## config.mk

```make
export PLATFORM = sky130hd
export DESIGN_NAME = lsu_align_ctrl_flat
export DESIGN_NICKNAME = d
export VERILOG_FILES = /design/src/rtl/lsu_align_ctrl_if.sv /design/src/rtl/lsu_align_ctrl.sv /design/src/flat_wrapper.sv
export SDC_FILE = /design/constraint.sdc
export NUM_CORES = 1
export LEC_CHECK = 0
export BUFFER_PORTS_ARGS = -buffer_cell sky130_fd_sc_hd__buf_2
export CAP_MARGIN = 20
export CELL_PAD_IN_SITES_DETAIL_PLACEMENT = 0
export CELL_PAD_IN_SITES_GLOBAL_PLACEMENT = 1
export CORE_MARGIN = 5
export CORE_UTILIZATION = 44
export CTS_CLUSTER_SIZE = 12
export DETAILED_ROUTE_END_ITERATION = 8
export PLACE_DENSITY = 0.95
export SYNTH_ARGS = -nofsm -noshare
export SYNTH_HDL_FRONTEND = slang
export SYNTH_SLANG_ARGS = --single-unit
```

## constraint.sdc

```tcl
create_clock -name clk -period 5.6 [get_ports clk]
set_input_delay 0.56 -clock clk [delete_from_list [all_inputs] [get_ports clk]]
set_output_delay 0.56 -clock clk [all_outputs]
set_load 0.01 [all_outputs]
```

## src/rtl/lsu_align_ctrl_if.sv

```systemverilog
// ---------------------------------------------------------------------------
// lsu_align_ctrl_if
//   Bundles the execute-side request/response handshake and the byte-enabled
//   data memory port of the load/store alignment controller.
//
//   slave  : the controller (lsu_align_ctrl)
//   master : the environment (execute stage + data memory)
//
//   Request  : req_valid, req_ready, req_addr, req_wdata, req_load, req_dw,
//              req_sign
//   Memory   : mem_addr, mem_re, mem_we, mem_be, mem_wdata, mem_rdata
//   Response : rsp_valid, rsp_rdata, rsp_err
// ---------------------------------------------------------------------------
interface lsu_align_ctrl_if #(
  parameter int unsigned ADDR_W = 32
);
  logic              req_valid;
  logic              req_ready;
  logic [ADDR_W-1:0] req_addr;
  logic [31:0]       req_wdata;
  logic              req_load;
  logic [1:0]        req_dw;
  logic              req_sign;

  logic [ADDR_W-1:0] mem_addr;
  logic              mem_re;
  logic              mem_we;
  logic [3:0]        mem_be;
  logic [31:0]       mem_wdata;
  logic [31:0]       mem_rdata;

  logic              rsp_valid;
  logic [31:0]       rsp_rdata;
  logic              rsp_err;

  modport slave (
    input  req_valid, req_addr, req_wdata, req_load, req_dw, req_sign,
    input  mem_rdata,
    output req_ready,
    output mem_addr, mem_re, mem_we, mem_be, mem_wdata,
    output rsp_valid, rsp_rdata, rsp_err
  );

  modport master (
    output req_valid, req_addr, req_wdata, req_load, req_dw, req_sign,
    output mem_rdata,
    input  req_ready,
    input  mem_addr, mem_re, mem_we, mem_be, mem_wdata,
    input  rsp_valid, rsp_rdata, rsp_err
  );
endinterface

```

## src/rtl/lsu_align_ctrl.sv

```systemverilog
// ---------------------------------------------------------------------------
// lsu_align_ctrl
//   Load/store alignment controller between the execute stage and a
//   byte-enabled, word-wide data memory with 1-cycle read latency.
//   Each accepted byte/half/word request becomes one word access, or two when
//   it crosses a 4-byte boundary. Load data is merged, masked and optionally
//   sign-extended; one registered response pulse is returned per request.
//
// Ports:
//   clk  - clock, all state updates on posedge
//   rst  - synchronous reset, active-high
//   bus  - lsu_align_ctrl_if.slave (request, memory and response signals)
//
// Parameters:
//   ADDR_W - byte-address width (mem_addr[1:0] is always 0)
//
// Build option:
//   MISALIGN_TRAP_EN - when defined, any request whose byte offset is not a
//   multiple of its size is rejected with rsp_err instead of being split.
// ---------------------------------------------------------------------------
module lsu_align_ctrl #(
  parameter int unsigned ADDR_W = 32
) (
  input logic             clk,
  input logic             rst,
  lsu_align_ctrl_if.slave bus
);

  typedef enum logic [2:0] {
    IDLE,
    ISSUE0,
    ISSUE1,
    DRAIN,
    RESP
  } state_e;

  typedef enum logic [1:0] {
    DW_B   = 2'd0,
    DW_H   = 2'd1,
    DW_W   = 2'd2,
    DW_BAD = 2'd3
  } dw_e;

  // Lane span over two consecutive words: bits [3:0] are word 0 lanes,
  // bits [7:4] are word 1 lanes. Non-zero upper half means a split access.
  function automatic logic [7:0] lane_span(input dw_e dw, input logic [1:0] o);
    logic [7:0] m;
    case (dw)
      DW_B:    m = 8'h01;
      DW_H:    m = 8'h03;
      default: m = 8'h0F;
    endcase
    return m << o;
  endfunction

  // Store data masked to its size and rotated into lane position; the same
  // value serves both words of a split store.
  function automatic logic [31:0] lane_wdata(input dw_e dw, input logic [1:0] o,
                                             input logic [31:0] w);
    logic [31:0] m;
    case (dw)
      DW_B:    m = {24'h0, w[7:0]};
      DW_H:    m = {16'h0, w[15:0]};
      default: m = w;
    endcase
    case (o)
      2'd0:    return m;
      2'd1:    return {m[23:0], m[31:24]};
      2'd2:    return {m[15:0], m[31:16]};
      default: return {m[7:0],  m[31:8]};
    endcase
  endfunction

  // ({hi,lo} >> 8*o)[31:0], masked and extended. Only hi[23:0] can ever
  // reach the result, since o is at most 3.
  function automatic logic [31:0] load_result(input logic [23:0] hi,
                                              input logic [31:0] lo,
                                              input logic [1:0]  o,
                                              input dw_e         dw,
                                              input logic        sgn);
    logic [31:0] r;
    case (o)
      2'd0:    r = lo;
      2'd1:    r = {hi[7:0],  lo[31:8]};
      2'd2:    r = {hi[15:0], lo[31:16]};
      default: r = {hi[23:0], lo[31:24]};
    endcase
    case (dw)
      DW_B:    return {{24{sgn & r[7]}},  r[7:0]};
      DW_H:    return {{16{sgn & r[15]}}, r[15:0]};
      default: return r;
    endcase
  endfunction

  state_e            state;
  logic [ADDR_W-1:0] addr_q;
  logic              load_q;
  dw_e               dw_q;
  logic              sign_q;
  logic              split_q;
  logic [3:0]        be1_q;
  logic [31:0]       wlane_q;
  logic [31:0]       lo_q;

  dw_e               req_dw_e;
  logic [1:0]        req_o;
  logic [7:0]        req_span;
  logic [31:0]       req_wlane;
  logic              req_reject;
  logic [31:0]       drain_lo;
  logic [23:0]       drain_hi;
  logic [31:0]       drain_result;
  logic [ADDR_W-1:0] word1_addr;

  always_comb begin
    req_dw_e  = dw_e'(bus.req_dw);
    req_o     = bus.req_addr[1:0];
    req_span  = lane_span(req_dw_e, req_o);
    req_wlane = lane_wdata(req_dw_e, req_o, bus.req_wdata);
`ifdef MISALIGN_TRAP_EN
    req_reject = (req_dw_e == DW_BAD)
              || ((req_dw_e == DW_H) && req_o[0])
              || ((req_dw_e == DW_W) && (req_o != 2'd0));
`else
    req_reject = (req_dw_e == DW_BAD);
`endif
  end

  // In DRAIN the word arriving on mem_rdata is the low word for a single
  // access and the high word for a split one (low word was captured in ISSUE1).
  always_comb begin
    drain_lo     = split_q ? lo_q : bus.mem_rdata;
    drain_hi     = split_q ? bus.mem_rdata[23:0] : 24'h0;
    drain_result = load_result(drain_hi, drain_lo, addr_q[1:0], dw_q, sign_q);
    word1_addr   = {addr_q[ADDR_W-1:2] + (ADDR_W-2)'(1), 2'b00};
  end

  // All outputs are registered: each transition loads the values for the
  // state being entered, so strobes default low every cycle.
  always_ff @(posedge clk) begin
    if (rst) begin
      state         <= IDLE;
      bus.req_ready <= 1'b1;
      bus.mem_addr  <= '0;
      bus.mem_re    <= 1'b0;
      bus.mem_we    <= 1'b0;
      bus.mem_be    <= '0;
      bus.mem_wdata <= '0;
      bus.rsp_valid <= 1'b0;
      bus.rsp_rdata <= '0;
      bus.rsp_err   <= 1'b0;
      addr_q        <= '0;
      load_q        <= 1'b0;
      dw_q          <= DW_B;
      sign_q        <= 1'b0;
      split_q       <= 1'b0;
      be1_q         <= '0;
      wlane_q       <= '0;
      lo_q          <= '0;
    end else begin
      bus.mem_addr  <= '0;
      bus.mem_re    <= 1'b0;
      bus.mem_we    <= 1'b0;
      bus.mem_be    <= '0;
      bus.mem_wdata <= '0;
      bus.rsp_valid <= 1'b0;

      case (state)
        IDLE: begin
          if (bus.req_valid) begin
            bus.req_ready <= 1'b0;
            addr_q        <= bus.req_addr;
            load_q        <= bus.req_load;
            dw_q          <= req_dw_e;
            sign_q        <= bus.req_sign;
            split_q       <= |req_span[7:4];
            be1_q         <= req_span[7:4];
            wlane_q       <= bus.req_load ? 32'h0 : req_wlane;
            if (req_reject) begin
              state         <= RESP;
              bus.rsp_valid <= 1'b1;
              bus.rsp_err   <= 1'b1;
              bus.rsp_rdata <= '0;
            end else begin
              state         <= ISSUE0;
              bus.mem_addr  <= {bus.req_addr[ADDR_W-1:2], 2'b00};
              bus.mem_re    <= bus.req_load;
              bus.mem_we    <= ~bus.req_load;
              bus.mem_be    <= req_span[3:0];
              bus.mem_wdata <= bus.req_load ? 32'h0 : req_wlane;
            end
          end
        end

        ISSUE0: begin
          if (split_q) begin
            state         <= ISSUE1;
            bus.mem_addr  <= word1_addr;
            bus.mem_re    <= load_q;
            bus.mem_we    <= ~load_q;
            bus.mem_be    <= be1_q;
            bus.mem_wdata <= wlane_q;
          end else if (load_q) begin
            state <= DRAIN;
          end else begin
            state         <= RESP;
            bus.rsp_valid <= 1'b1;
            bus.rsp_err   <= 1'b0;
            bus.rsp_rdata <= '0;
          end
        end

        ISSUE1: begin
          if (load_q) begin
            lo_q  <= bus.mem_rdata;
            state <= DRAIN;
          end else begin
            state         <= RESP;
            bus.rsp_valid <= 1'b1;
            bus.rsp_err   <= 1'b0;
            bus.rsp_rdata <= '0;
          end
        end

        DRAIN: begin
          state         <= RESP;
          bus.rsp_valid <= 1'b1;
          bus.rsp_err   <= 1'b0;
          bus.rsp_rdata <= drain_result;
        end

        RESP: begin
          state         <= IDLE;
          bus.req_ready <= 1'b1;
          bus.rsp_err   <= 1'b0;
          bus.rsp_rdata <= '0;
        end

        default: begin
          state         <= IDLE;
          bus.req_ready <= 1'b1;
        end
      endcase
    end
  end

endmodule

```

## src/flat_wrapper.sv

```systemverilog
// flat-port wrapper written by rule: the top's interface ports become plain ports
module lsu_align_ctrl_flat 
#(
  parameter int unsigned ADDR_W = 32
)
  (clk, rst, bus_req_valid, bus_req_addr, bus_req_wdata, bus_req_load, bus_req_dw, bus_req_sign, bus_mem_rdata, bus_req_ready, bus_mem_addr, bus_mem_re, bus_mem_we, bus_mem_be, bus_mem_wdata, bus_rsp_valid, bus_rsp_rdata, bus_rsp_err);
  lsu_align_ctrl_if #(.ADDR_W(ADDR_W)) bus_i ();
  input logic clk;
  input logic rst;
  input wire logic [$bits(bus_i.req_valid)-1:0] bus_req_valid;
  input wire logic [$bits(bus_i.req_addr)-1:0] bus_req_addr;
  input wire logic [$bits(bus_i.req_wdata)-1:0] bus_req_wdata;
  input wire logic [$bits(bus_i.req_load)-1:0] bus_req_load;
  input wire logic [$bits(bus_i.req_dw)-1:0] bus_req_dw;
  input wire logic [$bits(bus_i.req_sign)-1:0] bus_req_sign;
  input wire logic [$bits(bus_i.mem_rdata)-1:0] bus_mem_rdata;
  output wire logic [$bits(bus_i.req_ready)-1:0] bus_req_ready;
  output wire logic [$bits(bus_i.mem_addr)-1:0] bus_mem_addr;
  output wire logic [$bits(bus_i.mem_re)-1:0] bus_mem_re;
  output wire logic [$bits(bus_i.mem_we)-1:0] bus_mem_we;
  output wire logic [$bits(bus_i.mem_be)-1:0] bus_mem_be;
  output wire logic [$bits(bus_i.mem_wdata)-1:0] bus_mem_wdata;
  output wire logic [$bits(bus_i.rsp_valid)-1:0] bus_rsp_valid;
  output wire logic [$bits(bus_i.rsp_rdata)-1:0] bus_rsp_rdata;
  output wire logic [$bits(bus_i.rsp_err)-1:0] bus_rsp_err;
  assign bus_i.req_valid = bus_req_valid;
  assign bus_i.req_addr = bus_req_addr;
  assign bus_i.req_wdata = bus_req_wdata;
  assign bus_i.req_load = bus_req_load;
  assign bus_i.req_dw = bus_req_dw;
  assign bus_i.req_sign = bus_req_sign;
  assign bus_i.mem_rdata = bus_mem_rdata;
  assign bus_req_ready = bus_i.req_ready;
  assign bus_mem_addr = bus_i.mem_addr;
  assign bus_mem_re = bus_i.mem_re;
  assign bus_mem_we = bus_i.mem_we;
  assign bus_mem_be = bus_i.mem_be;
  assign bus_mem_wdata = bus_i.mem_wdata;
  assign bus_rsp_valid = bus_i.rsp_valid;
  assign bus_rsp_rdata = bus_i.rsp_rdata;
  assign bus_rsp_err = bus_i.rsp_err;
  lsu_align_ctrl #(.ADDR_W(ADDR_W)) u_core (.clk(clk), .rst(rst), .bus(bus_i));
endmodule
```

# --- Word-level counts from Yosys, hierarchy flattened ---
# Cells that the tools add are included.
totals:
  reg_bits: 213
  in_bits: 103
  elab_cells: 104
classes:
  add_sub_neg: 1
  eq_ne: 14
  shifts: 1
  mux: 50
  n_bitwise: 5
  reduce_logical: 15
op_table:
  columns: ["operator", "n"]
  rows:
  - ["two-way mux 32 bit", 12]
  - ["case mux 32 bit (2 select lines)", 4]
  - ["case mux 32 bit (3 select lines)", 2]
  - ["case mux 32 bit (5 select lines)", 1]
  - ["adder 30 x 1 -> 30 bit, second input constant", 1]
  - ["two-way mux 24 bit", 1]
  - ["case mux 4 bit (2 select lines)", 2]
  - ["two-way mux 1 bit", 15]
  - ["two-way mux 3 bit", 4]
  - ["two-way mux 4 bit", 3]
  - ["case mux 3 bit (4 select lines)", 1]
  - ["equality test 2 x 1 -> 1 bit, second input constant", 4]
  - ["logical NOT 2 bit", 4]
  - ["case mux 1 bit (4 select lines)", 2]
  - ["AND reduction 4 bit", 2]
  - ["left shift 4 x 2 -> 8 bit", 1]
  - ["equality test 2 bit, second input constant", 3]
  - ["equality test 3 x 2 -> 1 bit, second input constant", 2]
  - ["case mux 1 bit (2 select lines)", 3]
  - ["AND reduction 2 bit", 3]
  - ["nonzero test 5 bit", 1]
  - ["!= test 2 bit, second input constant", 2]
  - ["nonzero test 4 bit", 1]
  - ["OR reduction 4 bit", 1]
  - ["other kinds (8)", 11]

# --- Logic depth before layout (Yosys ltp) ---
# Gate-level depths: netlist of run 1.
depth:
  ltp_word: 7
  mapped_depth: 8

# --- Worst setup path before layout of run 1 ---
# Ideal clock, no wire load.
synth_timing:
  kind: "input to register"
  start: "input rst"
  end: "register u_core.bus.rsp_rdata[15]"
  setup_time_ns: 0.080
  arrival_time_ns: 2.081
  t_required_ns: 5.520
  path_slack_ns: 3.439
  cell_stages: 7
  path_buffers: 3
  path_cell_list: "buf_2 -> nand4bb_1 -> clkbuf_1 -> or4b_4 -> or2_2 -> buf_2 -> o211ai_1"
synth_rtl:
  columns: ["element", "line", "source"]
  rows:
  - ["start, declared", "flat_wrapper.sv:9", "input logic rst;"]
  - ["end signal, assigned", "lsu_align_ctrl.sv:229", "bus.rsp_rdata <= drain_result;"]
  - ["end, declared", "lsu_align_ctrl_if.sv:41", "output rsp_valid, rsp_rdata, rsp_err"]

# --- Worst setup path in the final report of run 1 ---
layout_timing:
  start: "register u_core.addr_q[0]"
  end: "register u_core.bus.rsp_rdata[24]"
layout_via:
  elab_chain_len: 5
  elab_cells_between_ends: 8
layout_lines:
  columns: ["element", "line", "source"]
  rows:
  - ["start, declared", "lsu_align_ctrl.sv:96", "logic [ADDR_W-1:0] addr_q;"]
  - ["start signal, assigned", "lsu_align_ctrl.sv:172", "addr_q <= bus.req_addr;"]
  - ["equality test 2 bit, or another cell as far along", "lsu_align_ctrl.sv:82", "case (o)"]
  - ["case mux 32 bit (3 select lines) *", "lsu_align_ctrl.sv:82", null]
  - ["AND 1 bit (on tied branches)", "lsu_align_ctrl.sv:90, lsu_align_ctrl.sv:89", null]
  - ["case mux 32 bit (2 select lines) *", "lsu_align_ctrl.sv:88", "case (dw)"]
  - ["case mux 32 bit (5 select lines) *", "lsu_align_ctrl.sv:168", "case (state)"]
# Every way passes the cells marked *; elsewhere a longest branch is shown, timed or not.
# A chain may end at the register's enable or synchronous reset.

==> results of run 1 <==
-- layer usage --
layer  share of wire (%)  vias to the layer above  wire (µm)  track usage, %
met2                  48                      316      14440           36.49
li1                    -                     4549          -               -
met5               0.043                        -         13               0
met4                 2.0                        2        610           4.842
met1                  43                     4520      13020           29.97
met3                 6.7                       42       2013           3.543
-- stage by stage --
stage | utilization, % | worst slack [ns] | hold slack, ns | power [W] | std cells
after detailed placement | 49.52 | 2.219 | 0.4398 | 0.002149 | 1599
after CTS | 52.88 | 2.523 | 0.2402 | 0.003647 | 1641
after global placement | 49.52 | 2.356 | 0.4350 | 0.002139 | 1599
after floorplan | - | 3.439 | 0.4249 | 0.001982 | 1185
after global routing | 53.12 | 2.220 | 0.2567 | 0.003774 | 1643
final | 53.14 | 2.469 | 0.2596 | 0.003624 | 1645
-- layout by cell type (no fill, tap or decap), drive strengths merged, types with 4 or more instances in the layout --
cell type	count
dfxtp	210
mux4	27
or4	17
and4	5
nor3	13
or3	4
a21o	6
o221ai	7
o211ai	28
mux2i	48
inv	8
o22ai	4
a311o	6
xor2	4
o21ai	29
a22oi	22
nand4	11
nand3	48
nand3b	8
clkinv	5
o2bb2ai	12
a21oi	115
and2	24
mux2	10
nor2b	7
buf	215
a211oi	8
a22o	13
nor2	37
a221o	10
clkbuf	38
nand2	245
and3	8
a211o	13
o21a	16
-- worst register-to-register path, stage by stage, from the launching register on --
cell	delay [ns]
dfxtp_1	1.00
inv_1	0.74
mux4_2	0.71
o22ai_4	0.42
a221o_1	0.20
-- registers in the layout, summed over array words and instances, names as in the netlist --
signal	flops
u_core.state	3
u_core.dw_q	2
u_core.bus.mem_re	1
u_core.bus.mem_addr	30
u_core.sign_q	1
u_core.lo_q	32
u_core.bus.rsp_err	1
u_core.addr_q	32
u_core.bus.mem_wdata	32
u_core.be1_q	3
u_core.load_q	1
u_core.bus.mem_be	4
u_core.bus.rsp_valid	1
u_core.bus.req_ready	1
u_core.bus.mem_we	1
u_core.bus.rsp_rdata	32
u_core.split_q	1
u_core.wlane_q	32
-- worst paths after layout --
path                                  from                               endpoint  slack (ns)  cells after the start
max          u_core.addr_q[0]$_SDFFE_PP0P_  u_core.bus.rsp_rdata[24]$_SDFFE_PP0P_        2.47                      4
min                       bus_req_addr[25]     u_core.bus.mem_addr[25]$_SDFF_PP0_        0.26                      3
max reg2reg  u_core.addr_q[0]$_SDFFE_PP0P_  u_core.bus.rsp_rdata[24]$_SDFFE_PP0P_        2.47                      4
min reg2reg    u_core.lo_q[6]$_SDFFE_PP0P_            u_core.lo_q[6]$_SDFFE_PP0P_        0.45                      2
-- power by group through the flow --
stage / sequential, W / combinational, W / clock, W
after floorplan: 0.00162 / 0.000359 / 0
after global placement: 0.00163 / 0.000506 / 0
after detailed placement: 0.00164 / 0.000514 / 0
after CTS: 0.00160 / 0.000517 / 0.00153
after global routing: 0.00161 / 0.000571 / 0.00159
final: 0.00160 / 0.000522 / 0.00150
-- cell type report --
| type | count | area [µm²] |
|---|---|---|
| Inverter | 9 | 33.78 |
| Sequential cell | 210 | 4205 |
| Tap cell | 313 | 391.6 |
| Timing Repair Buffer | 215 | 1144 |
| Fill cell | 2083 | 10670 |
| Clock buffer | 38 | 744.5 |
| Clock inverter | 4 | 20.02 |
| Antenna cell | 2 | 5.005 |
| Multi-Input combinational cell | 854 | 5562 |
-- logic make-up after synthesis --
group                    Yosys count  share of synthesized area, %
multiplexers                      85                         11.72
AO/OA/AOI/OAI                    311                         20.56
other                              1                       0.03659
adder cells (fa/ha/maj)            1                        0.1221
buffers and inverters            121                         4.993
XOR/XNOR                           7                        0.5982
AND/OR/NAND/NOR                  448                         20.95
flip-flops                       210                         41.02
==> impl_metrics.py, run 1 <==
metrics = {
    "cts": {
        "clock-root-buffer": "clkbuf_16",
        "htreeDepth": 1,
        "cts_made_buffers": 24,
        "cts.sinks": 210,
        "cts_setup_buffers": 0,
        "clk_latency_ns": 0.51,
        "cts_tree": "yes",
        "cts_resized": 0,
        "path_clk_slew_ns": 0.06,
        "cts_hold_buf": 0,
        "clk_path_buf_depth": 3,
    },
    "synthesis": {
        "synth_area_leaders": "dfxtp_1 (41%), nand2_1 (9.0%), mux4_2 (5.9%)",
        "synth.largest_area_cell": "dfxtp_1",
        "synth_top_area_share_pct": 41.02,
        "syn_inst": 1184,
        "yosysMostFrequentCell": "nand2_1",
        "netlist_top_cells_count": "nand2_1 (245), dfxtp_1 (210), a21oi_1 (115)",
        "ys_async_sr_fraction_pct": 0,
        "synth_edf_count": 0,
        "yosysWarnings": 0,
        "syn_area_um2": 10250,
        "ys.flop_type": "dfxtp_1",
        "ys_seq_area_share_pct": 41.02,
        "ys_types": 71,
        "syn_area_per_cell_um2": 8.656,
        "ys_ff_latch": 210,
    },
    "timing": {
        "worst_pin_slew_ns": 1.040,
        "tns_ns": 0,
        "maxSlewHeadroom_pct": 30.60,
        "finalSetupViolCount": 0,
        "fin_worst_skew_ns": 0.01362,
        "slew_violations": 0,
        "rsz0062_at_grt": "no",
        "period_share_pct": 55.91,
        "hold_violations": 0,
        "max_freq_mhz": 319.4,
        "fin_crit_ns": 3.131,
    },
    "place": {
        "place_congestion": 0.8510,
        "port_buffers": 205,
        "hpwl_um": 20460,
        "dpl_cell_area_um2": 11280,
    },
    "detailed_routing": {
        "drt-initial-drc-count": 717,
        "viasPerCell": 5.732,
        "wl_per_cell_um": 18.30,
        "num_vias": 9429,
        "remaining_drc_errors": 0,
        "dr.pass1.iters": 5,
        "postRouteWirelength_um": 30100,
        "ant_nets": 0,
    },
    "power_and_ir_drop": {
        "power_switching_w": 0.0009652,
        "vdd_drop_max_mv": 0.2125,
        "power_frac_seq_pct": 44.3,
        "power_leakage_nw": 4.936,
        "swShare_pct": 26.63,
        "power_density_nw_per_um2": 299.4,
        "intPower_w": 0.002659,
        "clockPowerShare_pct": 41.3,
        "comb_power_share_pct": 14.4,
    },
    "die": {
        "start_util_pct": 44.99,
        "core_area_um2": 22780,
        "fp.dieW_um": 162.6,
        "placementRows": 55,
        "dieArea_um2": 26440,
        "die_h_um": 162.6,
        "ios": 208,
    },
    "flow_run": {
        "max_cap_viol_count": 0,
    },
    "grt": {
        "grt-ovfl-total": 0,
        "grt_pass1_wl_um": 47750,
        "antenna_found_initial": 1,
        "track_usage_pct": 21.85,
        "grt_pass1_vias": 8839,
        "grt_max_degree": 79,
    },
    "worst_setup_path": {
        "critical_path.startpoint_type": "register",
        "path_buf_inv": 1,
        "arrival_ns": 3.57,
        "critical-path-slowest-cell": "dfxtp_1",
        "setup.worst_path.end_class": "register",
        "cp_max_fo": 28,
        "crit_family": "flip-flops",
        "max_stage_delay_ns": 1.00,
        "required_ns": 6.04,
        "crit_chain": "inv_1 -> mux4_2 -> o22ai_4 -> a221o_1",
        "critPathKind": "reg -> reg",
    },
    "outcome": {
        "status": "finished clean",
    },
    "finish": {
        "drive_above_1_share_pct": 23.16,
        "design_area_um2": 12110,
        "nets": 1418,
        "syn_to_final_growth_pct": 18.12,
    },
    "hold_path": {
        "hp-class": "in -> reg",
    },
}
Note: power is estimated with default switching activity, not from simulation.
==> run 2, diff against run 1 <==
Settings changed: CORE_UTILIZATION 44 to 41, PLACE_DENSITY 0.95 to 0.9.
Clock period 5.6 ns to 3.2 ns, I/O delays scaled along.
==> impl_metrics.py, run 2 (same netlist as run 1, synthesis figures left out) <==
metrics = {
    "place": {
        "placed_cells_incl_taps": 1627,
        "port_buffers": 205,
        "hpwl_um": 21370,
        "place_ws_ns": 0.6744,
        "place_congestion": 0.8611,
    },
    "timing": {
        "period_share_pct": 79.06,
        "fin_crit_ns": 2.530,
        "finalSetupViolCount": 0,
        "maxSlewHeadroom_pct": 43.38,
        "holdWs_ns": 0.02596,
        "worst_pin_slew_ns": 0.8493,
        "slew_violations": 0,
        "fin_worst_skew_ns": 0.01322,
        "tns_ns": 0,
        "hold_violations": 0,
        "layout_setup_ws_ns": 0.6701,
        "max_freq_mhz": 395.3,
        "rsz0062_at_grt": "no",
    },
    "finish": {
        "syn_to_final_growth_pct": 19.40,
        "final_cell_mix": "nand2_1 (245), dfxtp_1 (209), buf_2 (204)",
        "drive_above_1_share_pct": 24.20,
        "final_util_pct": 50.02,
        "stdcell_count": 1670,
        "nets": 1434,
        "fillers": 2354,
        "layout_commonest_cell": "nand2_1",
    },
    "hold_path": {
        "hp-class": "in -> reg",
        "holdPathStages": 3,
        "min-delay-start": "bus_req_addr[13]",
        "holdPathEnd": "u_core.bus.mem_addr[13]$_SDFF_PP0_",
    },
    "worst_setup_path": {
        "r2r_slack_ns": 0.67,
        "crit_chain": "o21ba_2 -> a2111o_1 -> and2_1 -> a221o_1",
        "crit_start": "u_core.state[1]$_SDFFE_PP0P_",
        "setup.worst_path.end_class": "register",
        "required_ns": 3.60,
        "critical_path.startpoint_type": "register",
        "cp_max_fo": 23,
        "arrival_ns": 2.93,
        "critPathKind": "reg -> reg",
        "max_stage_delay_ns": 0.67,
        "critical-path-slowest-cell": "dfxtp_1",
        "rr_endpoint": "u_core.bus.rsp_rdata[19]$_SDFFE_PP0P_",
        "r2r-start": "u_core.state[1]$_SDFFE_PP0P_",
        "reg2reg_depth": 4,
    },
    "die": {
        "start_util_pct": 41.90,
        "fp.dieW_um": 168.1,
        "dieArea_um2": 28260,
        "ios": 208,
        "core_area_um2": 24460,
        "placementRows": 57,
        "die_h_um": 168.1,
    },
    "cts": {
        "cts_tree": "yes",
        "path_clk_slew_ns": 0.06,
        "clk_latency_ns": 0.51,
        "cts_resized": 0,
        "cts.sinks": 210,
        "cts_made_buffers": 24,
        "clock-root-buffer": "clkbuf_16",
        "cts_setup_buffers": 0,
        "cts_hold_buf": 0,
        "clk_path_buf_depth": 3,
        "htreeDepth": 1,
    },
    "detailed_routing": {
        "postRouteWirelength_um": 30140,
        "remaining_drc_errors": 0,
        "ant_nets": 0,
        "drt-initial-drc-count": 1043,
        "num_vias": 9421,
        "dr.pass1.iters": 5,
        "wl_per_cell_um": 18.04,
        "viasPerCell": 5.641,
    },
    "grt": {
        "grt_max_degree": 58,
        "grt_pass1_wl_um": 47690,
        "grt-ovfl-total": 0,
        "grt_pass1_vias": 8786,
        "track_usage_pct": 20.16,
        "antenna_found_initial": 4,
    },
    "power_and_ir_drop": {
        "power_density_nw_per_um2": 523.7,
        "power_leakage_nw": 5.005,
        "vdd_drop_max_mv": 0.3184,
    },
    "outcome": {
        "status": "finished clean",
    },
    "flow_run": {
        "max_cap_viol_count": 0,
    },
}
run 2: how the worst max path moves through the flow:
stage / endpoint / slack, ns
finish: u_core.bus.rsp_rdata[19]$_SDFFE_PP0P_ / 0.67
global route: u_core.bus.rsp_rdata[19]$_SDFFE_PP0P_ / 0.51
CTS: u_core.bus.rsp_rdata[19]$_SDFFE_PP0P_ / 0.68
detailed placement: u_core.bus.rsp_rdata[19]$_SDFFE_PP0P_ / 0.67
global placement: u_core.bus.rsp_rdata[31]$_SDFFE_PP0P_ / 0.75
floorplan: u_core.bus.rsp_rdata[15]$_SDFFE_PP0P_ / 1.28
run 2: stage by stage:
| stage | cell area [µm²] | power, W |
|---|---|---|
| floorplan | 10250 | 0.003468 |
| finish | 12240 | 0.006409 |
| detailed placement | 11430 | 0.003783 |
| global route | 12240 | 0.006686 |
| CTS | 12200 | 0.006464 |
| global placement | 11430 | 0.003769 |
run 2: report_power, final:
| part | internal [W] | leakage (nW) | switching (W) |
|---|---|---|---|
| Sequential | 0.00271 | 1.70 | 0.0000976 |
| Combinational | 0.000372 | 2.92 | 0.000552 |
| Clock | 0.00161 | 0.377 | 0.00107 |
run 2: layer usage:
| layer | wire (µm) | global-route usage, % | vias up |
|---|---|---|---|
| met5 | 13 | 0 | - |
| met4 | 799 | 6.034 | 2 |
| met3 | 2284 | 3.986 | 47 |
| met2 | 13870 | 32.46 | 360 |
| met1 | 13160 | 27.52 | 4443 |
| li1 | - | - | 4569 |
run 2: critical path, delay by kind of cell (launching register included):
family	cells	cell delay [ns]
and+or+nand+nor	1	0.48
AOI/OAI and AO/OA	3	1.27
DFF	1	0.67
run 2: layout make-up:
class	count	area, µm²	area share [%]
Multi-Input combinational cell	854	5558	45.42
Sequential cell	210	4205	34.37
Timing Repair Buffer	231	1256	10.27
Clock buffer	32	701.9	5.736
Tap cell	324	405.4	3.313
Clock inverter	7	68.82	0.5624
Inverter	9	33.78	0.2761
Antenna cell	3	7.507	0.06135
